==> src/rtl/router_pkg.sv <==
// Shared types and constants for the router ingress block: FSM state
// encoding, default widths, and header field layout.
package router_pkg;

    localparam int DATA_W    = 8;
    localparam int NUM_PORTS = 3;

    // Header layout: [7:2] payload length, [1:0] destination
    localparam int ADDR_W       = 2;
    localparam int LEN_W        = 6;
    localparam int HDR_ADDR_LSB = 0;
    localparam int HDR_ADDR_MSB = 1;
    localparam int HDR_LEN_LSB  = 2;
    localparam int HDR_LEN_MSB  = 7;

    localparam logic [ADDR_W-1:0] ADDR_INVALID = 2'b11;

    typedef enum logic [2:0] {
        DECODE,
        WAIT_EMPTY,
        LOAD_FIRST,
        LOAD_DATA,
        FULL_HOLD,
        LOAD_AFTER_FULL,
        CHECK_PARITY,
        DROP
    } state_t;

endpackage

==> src/rtl/router_ingress_fsm.sv <==
// Packet-sequencing state machine for router_ingress: state register and
// next-state decode. Destination-specific conditions arrive pre-selected.
module router_ingress_fsm
    import router_pkg::*;
(
    input  logic   clk,
    input  logic   rst,
    input  logic   pkt_valid,
    input  logic   addr_invalid,
    input  logic   empty_sel,
    input  logic   full_sel,
    input  logic   srst_sel,
    input  logic   hold_is_parity,
    output state_t state
);

    state_t state_next;

    // State register with synchronous active-low reset
    always_ff @(posedge clk) begin
        if (!rst) state <= DECODE;
        else      state <= state_next;
    end

    // Next-state decode; a soft reset of the active destination aborts the packet
    always_comb begin
        state_next = state;
        if (srst_sel && state != DECODE) begin
            state_next = DECODE;
        end else begin
            case (state)
                DECODE: begin
                    if (pkt_valid) begin
                        if (addr_invalid)   state_next = DROP;
                        else if (empty_sel) state_next = LOAD_FIRST;
                        else                state_next = WAIT_EMPTY;
                    end
                end
                WAIT_EMPTY:      if (empty_sel) state_next = LOAD_FIRST;
                LOAD_FIRST:      if (!full_sel) state_next = LOAD_DATA;
                LOAD_DATA: begin
                    if (full_sel)        state_next = FULL_HOLD;
                    else if (!pkt_valid) state_next = CHECK_PARITY;
                end
                FULL_HOLD:       if (!full_sel) state_next = LOAD_AFTER_FULL;
                LOAD_AFTER_FULL: begin
                    // Full can re-assert before the held byte drains; keep holding it
                    if (full_sel)            state_next = FULL_HOLD;
                    else if (hold_is_parity) state_next = CHECK_PARITY;
                    else                     state_next = LOAD_DATA;
                end
                CHECK_PARITY:    state_next = DECODE;
                DROP:            if (!pkt_valid) state_next = DECODE;
                default:         state_next = DECODE;
            endcase
        end
    end

endmodule

==> src/rtl/router_ingress.sv <==
// Router ingress: decodes packet headers, steers bytes into one of the
// destination FIFOs, stalls upstream on FIFO full/not-empty, and checks
// the trailing parity byte.
// Optional feature: define ROUTER_INGRESS_LEN_CHECK_EN to also compare the
// received payload byte count against the header length field.
module router_ingress #(
    parameter int DATA_W    = router_pkg::DATA_W,
    parameter int NUM_PORTS = router_pkg::NUM_PORTS
) (
    input  logic                 clk,
    input  logic                 rst,
    input  logic [DATA_W-1:0]    data_in,
    input  logic                 pkt_valid,
    input  logic [NUM_PORTS-1:0] fifo_full,
    input  logic [NUM_PORTS-1:0] fifo_empty,
    input  logic [NUM_PORTS-1:0] soft_rst,
    output logic                 busy,
    output logic [NUM_PORTS-1:0] write_enb,
    output logic [DATA_W-1:0]    dout,
    output logic                 lfd_state,
    output logic                 err,
    output logic                 parity_done
);

    import router_pkg::*;

    state_t              state;
    logic [DATA_W-1:0]   hdr;
    logic [DATA_W-1:0]   hold;
    logic                hold_is_parity;
    logic [DATA_W-1:0]   parity_acc;
    logic [DATA_W-1:0]   pkt_parity;
    logic [ADDR_W-1:0]   cur_addr;
    logic [ADDR_W-1:0]   pkt_addr;
    logic                addr_invalid;
    logic                empty_sel;
    logic                full_sel;
    logic                srst_sel;
    logic                srst_act;
    logic                wr;
    logic [DATA_W-1:0]   wr_byte;
    logic                bad_pkt;

    assign pkt_addr     = hdr[HDR_ADDR_MSB:HDR_ADDR_LSB];
    // While decoding, the destination comes straight off the header byte
    assign cur_addr     = (state == DECODE) ? data_in[HDR_ADDR_MSB:HDR_ADDR_LSB] : pkt_addr;
    assign addr_invalid = (cur_addr == ADDR_INVALID);
    assign srst_act     = srst_sel && (state != DECODE);

    // Pick the full/empty/soft-reset flags of the current destination
    always_comb begin
        empty_sel = 1'b0;
        full_sel  = 1'b0;
        srst_sel  = 1'b0;
        for (int i = 0; i < NUM_PORTS; i++) begin
            if (cur_addr == ADDR_W'(i)) begin
                empty_sel = fifo_empty[i];
                full_sel  = fifo_full[i];
                srst_sel  = soft_rst[i];
            end
        end
    end

    router_ingress_fsm u_fsm (
        .clk            (clk),
        .rst            (rst),
        .pkt_valid      (pkt_valid),
        .addr_invalid   (addr_invalid),
        .empty_sel      (empty_sel),
        .full_sel       (full_sel),
        .srst_sel       (srst_act),
        .hold_is_parity (hold_is_parity),
        .state          (state)
    );

`ifdef ROUTER_INGRESS_LEN_CHECK_EN
    logic [LEN_W-1:0] len_cnt;

    // Count payload bytes of the current packet
    always_ff @(posedge clk) begin
        if (!rst)                               len_cnt <= '0;
        else if (state == LOAD_FIRST)           len_cnt <= '0;
        else if (state == LOAD_DATA && pkt_valid && !srst_act) len_cnt <= len_cnt + 1'b1;
    end

    assign bad_pkt = (parity_acc != pkt_parity) ||
                     (len_cnt != hdr[HDR_LEN_MSB:HDR_LEN_LSB]);
`else
    assign bad_pkt = (parity_acc != pkt_parity);
`endif

    // Header, hold, parity and error registers
    always_ff @(posedge clk) begin
        if (!rst) begin
            hdr            <= '0;
            hold           <= '0;
            hold_is_parity <= 1'b0;
            parity_acc     <= '0;
            pkt_parity     <= '0;
            err            <= 1'b0;
        end else if (srst_act) begin
            parity_acc <= '0;
        end else begin
            case (state)
                DECODE: begin
                    if (pkt_valid) begin
                        hdr <= data_in;
                        err <= 1'b0;
                    end
                end
                LOAD_FIRST: parity_acc <= hdr;
                LOAD_DATA: begin
                    if (pkt_valid) parity_acc <= parity_acc ^ data_in;
                    else           pkt_parity <= data_in;
                    if (full_sel) begin
                        hold           <= data_in;
                        hold_is_parity <= !pkt_valid;
                    end
                end
                CHECK_PARITY: if (bad_pkt) err <= 1'b1;
                DROP:         err <= 1'b1;
                default: ;
            endcase
        end
    end

    // Output decode: stall, write strobe and write byte per state
    always_comb begin
        busy        = 1'b0;
        wr          = 1'b0;
        wr_byte     = '0;
        write_enb   = '0;
        dout        = '0;
        lfd_state   = 1'b0;
        parity_done = 1'b0;
        case (state)
            WAIT_EMPTY, FULL_HOLD, CHECK_PARITY: busy = 1'b1;
            LOAD_FIRST: begin
                busy    = 1'b1;
                wr      = !full_sel;
                wr_byte = hdr;
            end
            LOAD_DATA: begin
                wr      = !full_sel;
                wr_byte = data_in;
            end
            LOAD_AFTER_FULL: begin
                busy    = 1'b1;
                wr      = !full_sel;
                wr_byte = hold;
            end
            default: ;
        endcase
        if (!rst || srst_act) wr = 1'b0;
        if (!rst) busy = 1'b0;
        if (wr) begin
            for (int i = 0; i < NUM_PORTS; i++) write_enb[i] = (pkt_addr == ADDR_W'(i));
            dout      = wr_byte;
            lfd_state = (state == LOAD_FIRST);
        end
        parity_done = rst && (state == CHECK_PARITY);
    end

endmodule

==> config.mk <==
export PLATFORM = sky130hd
export DESIGN_NAME = router_ingress
export DESIGN_NICKNAME = d
export VERILOG_FILES = /design/src/rtl/router_pkg.sv /design/src/rtl/router_ingress_fsm.sv /design/src/rtl/router_ingress.sv
export SDC_FILE = /design/constraint.sdc
export NUM_CORES = 1
export LEC_CHECK = 0
export ABC_AREA = 1
export BUFFER_PORTS_ARGS = -buffer_cell sky130_fd_sc_hd__buf_2
export CAP_MARGIN = 20
export CORE_UTILIZATION = 55
export DETAILED_ROUTE_END_ITERATION = 8
export PLACE_DENSITY = 0.78
export REMOVE_ABC_BUFFERS = 1
export SLEW_MARGIN = 20
export SYNTH_ARGS = -nofsm -noshare
export SYNTH_HDL_FRONTEND = slang
export SYNTH_SLANG_ARGS = --single-unit
==> constraint.sdc <==
create_clock -name clk -period 2.5 [get_ports clk]
set_input_delay 0.5 -clock clk [delete_from_list [all_inputs] [get_ports clk]]
set_output_delay 0.5 -clock clk [all_outputs]
set_load 0.1 [all_outputs]
==> metrics <==
Setup crit end kind=output pin; crit path from=u_fsm.state[0]; Root Buffer=clkbuf_8; first-pass GRT wire length=10900 um; Global Route Usage Sum=0.343; Hold WC Path Type=register to register; dpl hpwl=4330 um; path depth of the worst reg2reg path=10; Routed WL=6610 um; RR Endpoint=pkt_parity[7]; H-tree Lvls=2; via/cell ratio=6.02; crit-path max FO=7; starting density of the core=0.582; initial antenna violation count=0; Area Overhead vs Synth=35.6%; core area=3690 sq um; hold path start=hold_is_parity; Final TNS setup=-1420 ps; Slew Limit Headroom=0.683; fin crit period=2660 ps; vias in the first global route=2371; grt total ovfl=0; initial drt markers=261; Routed Antenna Nets=0; worst-margin pin slew=473 ps; Port Buffer Count=34; failing checks=negative setup slack; kind of critical path=register to output pin; startpoint types=register; status=complete, but fails checks; Req. time, crit path=2000 ps; # fillers=265; fmax=376 MHz; synth warn=0; TritonCTS buffer count=5; # nets final=388; gpl congestion=0.954; cts hold-fix bufs=0; post-route worst setup slack=-158 ps; # Max-Cap Violations=0; DRC violations left=0; largest net degree at the start of global routing=20; Yosys reg bits=37; die width=64.5 um; Ports=35; Storage cell area=749 sq um; Power Density=995 nW/um^2; WHS Endpoint=hold_is_parity; CTS tree=built; Hold Fails Final Rpt=0; origin of the critical flop-to-flop path=u_fsm.state[0]; Worst VDD drop=0.620 mV; Leak=1.19 nW; drt wl/cell=15.8 um; clock slew at reported path FFs=70 ps; DP Area=2650 sq um; clk buf depth=2; via count=2511; finished layout cell area=2910 sq um; share of cells above drive strength 1=0.287; Synth cell types=38; die area=4160 sq um; DR pass1 iterations=7; Setup Viol. Count Final=12; post-synthesis sequential area ratio=0.345; Gate Count Post-Synth=318; period utilisation layout=1.06; Num Clock Sinks=37; Worst Clk Skew=5.01 ps; Rows=22; area of the multi-input gates=1350 sq um; Die Y=64.5 um; cell area after synthesis=2150 sq um; FF-to-FF setup slack=310 ps; n_diodes=0; Slew Viols, Final=0; Critical Path AT=2160 ps; Worst-Skew Late Latency=300 ps; Mapped Avg Cell Area=6.75 sq um; hold path depth=2; RSZ-0062 raised after global routing=yes
## through the flow
stage          hold WS [ps]  setup slack (ps)  std cells  utilization  power [mW]
6_report                465              -158        417        0.789        2.90
5_1_grt                 496              -205        417        0.789        3.05
4_1_cts                 466              -115        417        0.782        2.83
3_5_place_dp            454              -104        405        0.718        2.13
3_3_place_gp            452             -44.8        405        0.718        2.10
2_1_floorplan           441             -1220        305            -        1.72
## critical path, cell delays in order (launching register included)
cell      delay [ps]
dfxtp_4          370
nor2_8           150
nand2_4          110
nand2_4           80
nand2_4           90
nand3_4          100
nand3_4           90
a21oi_4          220
o211ai_4         200
a21oi_2          230
buf_12           200
## sequential cells by signal, indices dropped and copies added (netlist names)
register        flops
err                 1
parity_acc          8
hdr                 8
hold                8
pkt_parity          8
u_fsm.state         3
hold_is_parity      1
## cell families (layout without fill, tap and decap cells)
| family | count (synthesis) | in the layout | synth area share |
|---|---|---|---|
| AND/OR/NAND/NOR | 163 | 163 | 0.353 |
| AO/OA/AOI/OAI | 78 | 79 | 0.216 |
| buffers and inverters | 38 | 88 | 0.0776 |
| flip-flops | 37 | 37 | 0.345 |
| XOR/XNOR | 2 | 2 | 0.00816 |
## cell usage after synthesis (all sizes together)
cell type | instances | area share
o21bai | 1 | 0.0035
a211oi | 1 | 0.0035
o22ai | 8 | 0.023
a21oi | 27 | 0.072
xor2 | 1 | 0.0041
nor2 | 55 | 0.11
buf | 8 | 0.025
o2111ai | 1 | 0.0041
clkinv | 2 | 0.0035
a221oi | 3 | 0.012
o21ai | 30 | 0.070
nand3 | 28 | 0.083
inv | 23 | 0.040
a22oi | 4 | 0.014
clkbuf | 5 | 0.0087
o211ai | 2 | 0.0093
a22o | 1 | 0.0041
nand4 | 2 | 0.0058
nor3 | 5 | 0.019
dfxtp | 37 | 0.35
or2 | 1 | 0.0029
xnor2 | 1 | 0.0041
nand2 | 72 | 0.14
## cell type report
cell class	instances	area share
flip-flops and latches	37	0.258
well taps	48	0.0206
clock inverters	1	0.0103
inverters	25	0.0323
clock buffers	7	0.0297
repair buffers	55	0.185
multi-input cells	244	0.465
## repair_timing
| item | CTS | global route |
|---|---|---|
| pin swaps | 5 | 4 |
| cloned | 1 | 0 |
| endpoints found under the setup margin | 12 | 12 |
| gates resized for setup | 23 | 6 |
| buffers inserted | 3 | 0 |
## where the power goes
| part | total [mW] | internal [mW] | switching [mW] | leakage, nW |
|---|---|---|---|---|
| sequential | 0.769 | 0.696 | 0.0731 | 0.302 |
| combinational | 1.59 | 0.548 | 1.04 | 0.834 |
| clock | 0.537 | 0.325 | 0.212 | 0.0585 |
## placed cells by master (no fill, tap or decap), drive strengths merged
| master | count |
|---|---|
| clkbuf | 7 |
| nor2 | 55 |
| o21bai | 1 |
| o22ai | 8 |
| a211oi | 1 |
| xor2 | 1 |
| nand4 | 2 |
| buf | 55 |
| a221oi | 3 |
| a22o | 1 |
| o21ai | 30 |
| clkinv | 2 |
| a21oi | 27 |
| inv | 23 |
| dfxtp | 37 |
| nand3 | 28 |
| or2 | 1 |
| nor3 | 5 |
| nand2 | 72 |
| a22oi | 4 |
| xnor2 | 1 |
| o211ai | 3 |
| o2111ai | 1 |
| bufinv | 1 |
## worst max-delay path by stage
stage | to | slack [ps] | cells past startpoint
detailed placement | dout[3] | -100 | 10
global route | dout[5] | -200 | 10
finish | dout[5] | -160 | 10
floorplan | dout[2] | -1220 | 5
global placement | dout[3] | -40 | 10
CTS | dout[5] | -120 | 10
## layer usage
layer,GRT usage,up-vias,part of all wire
li1,-,1172,-
met4,0.181,0,0.035
met3,0.0599,27,0.082
met5,0,-,0
met1,0.412,1170,0.40
met2,0.582,142,0.48
(Power assumes the default switching activity.)
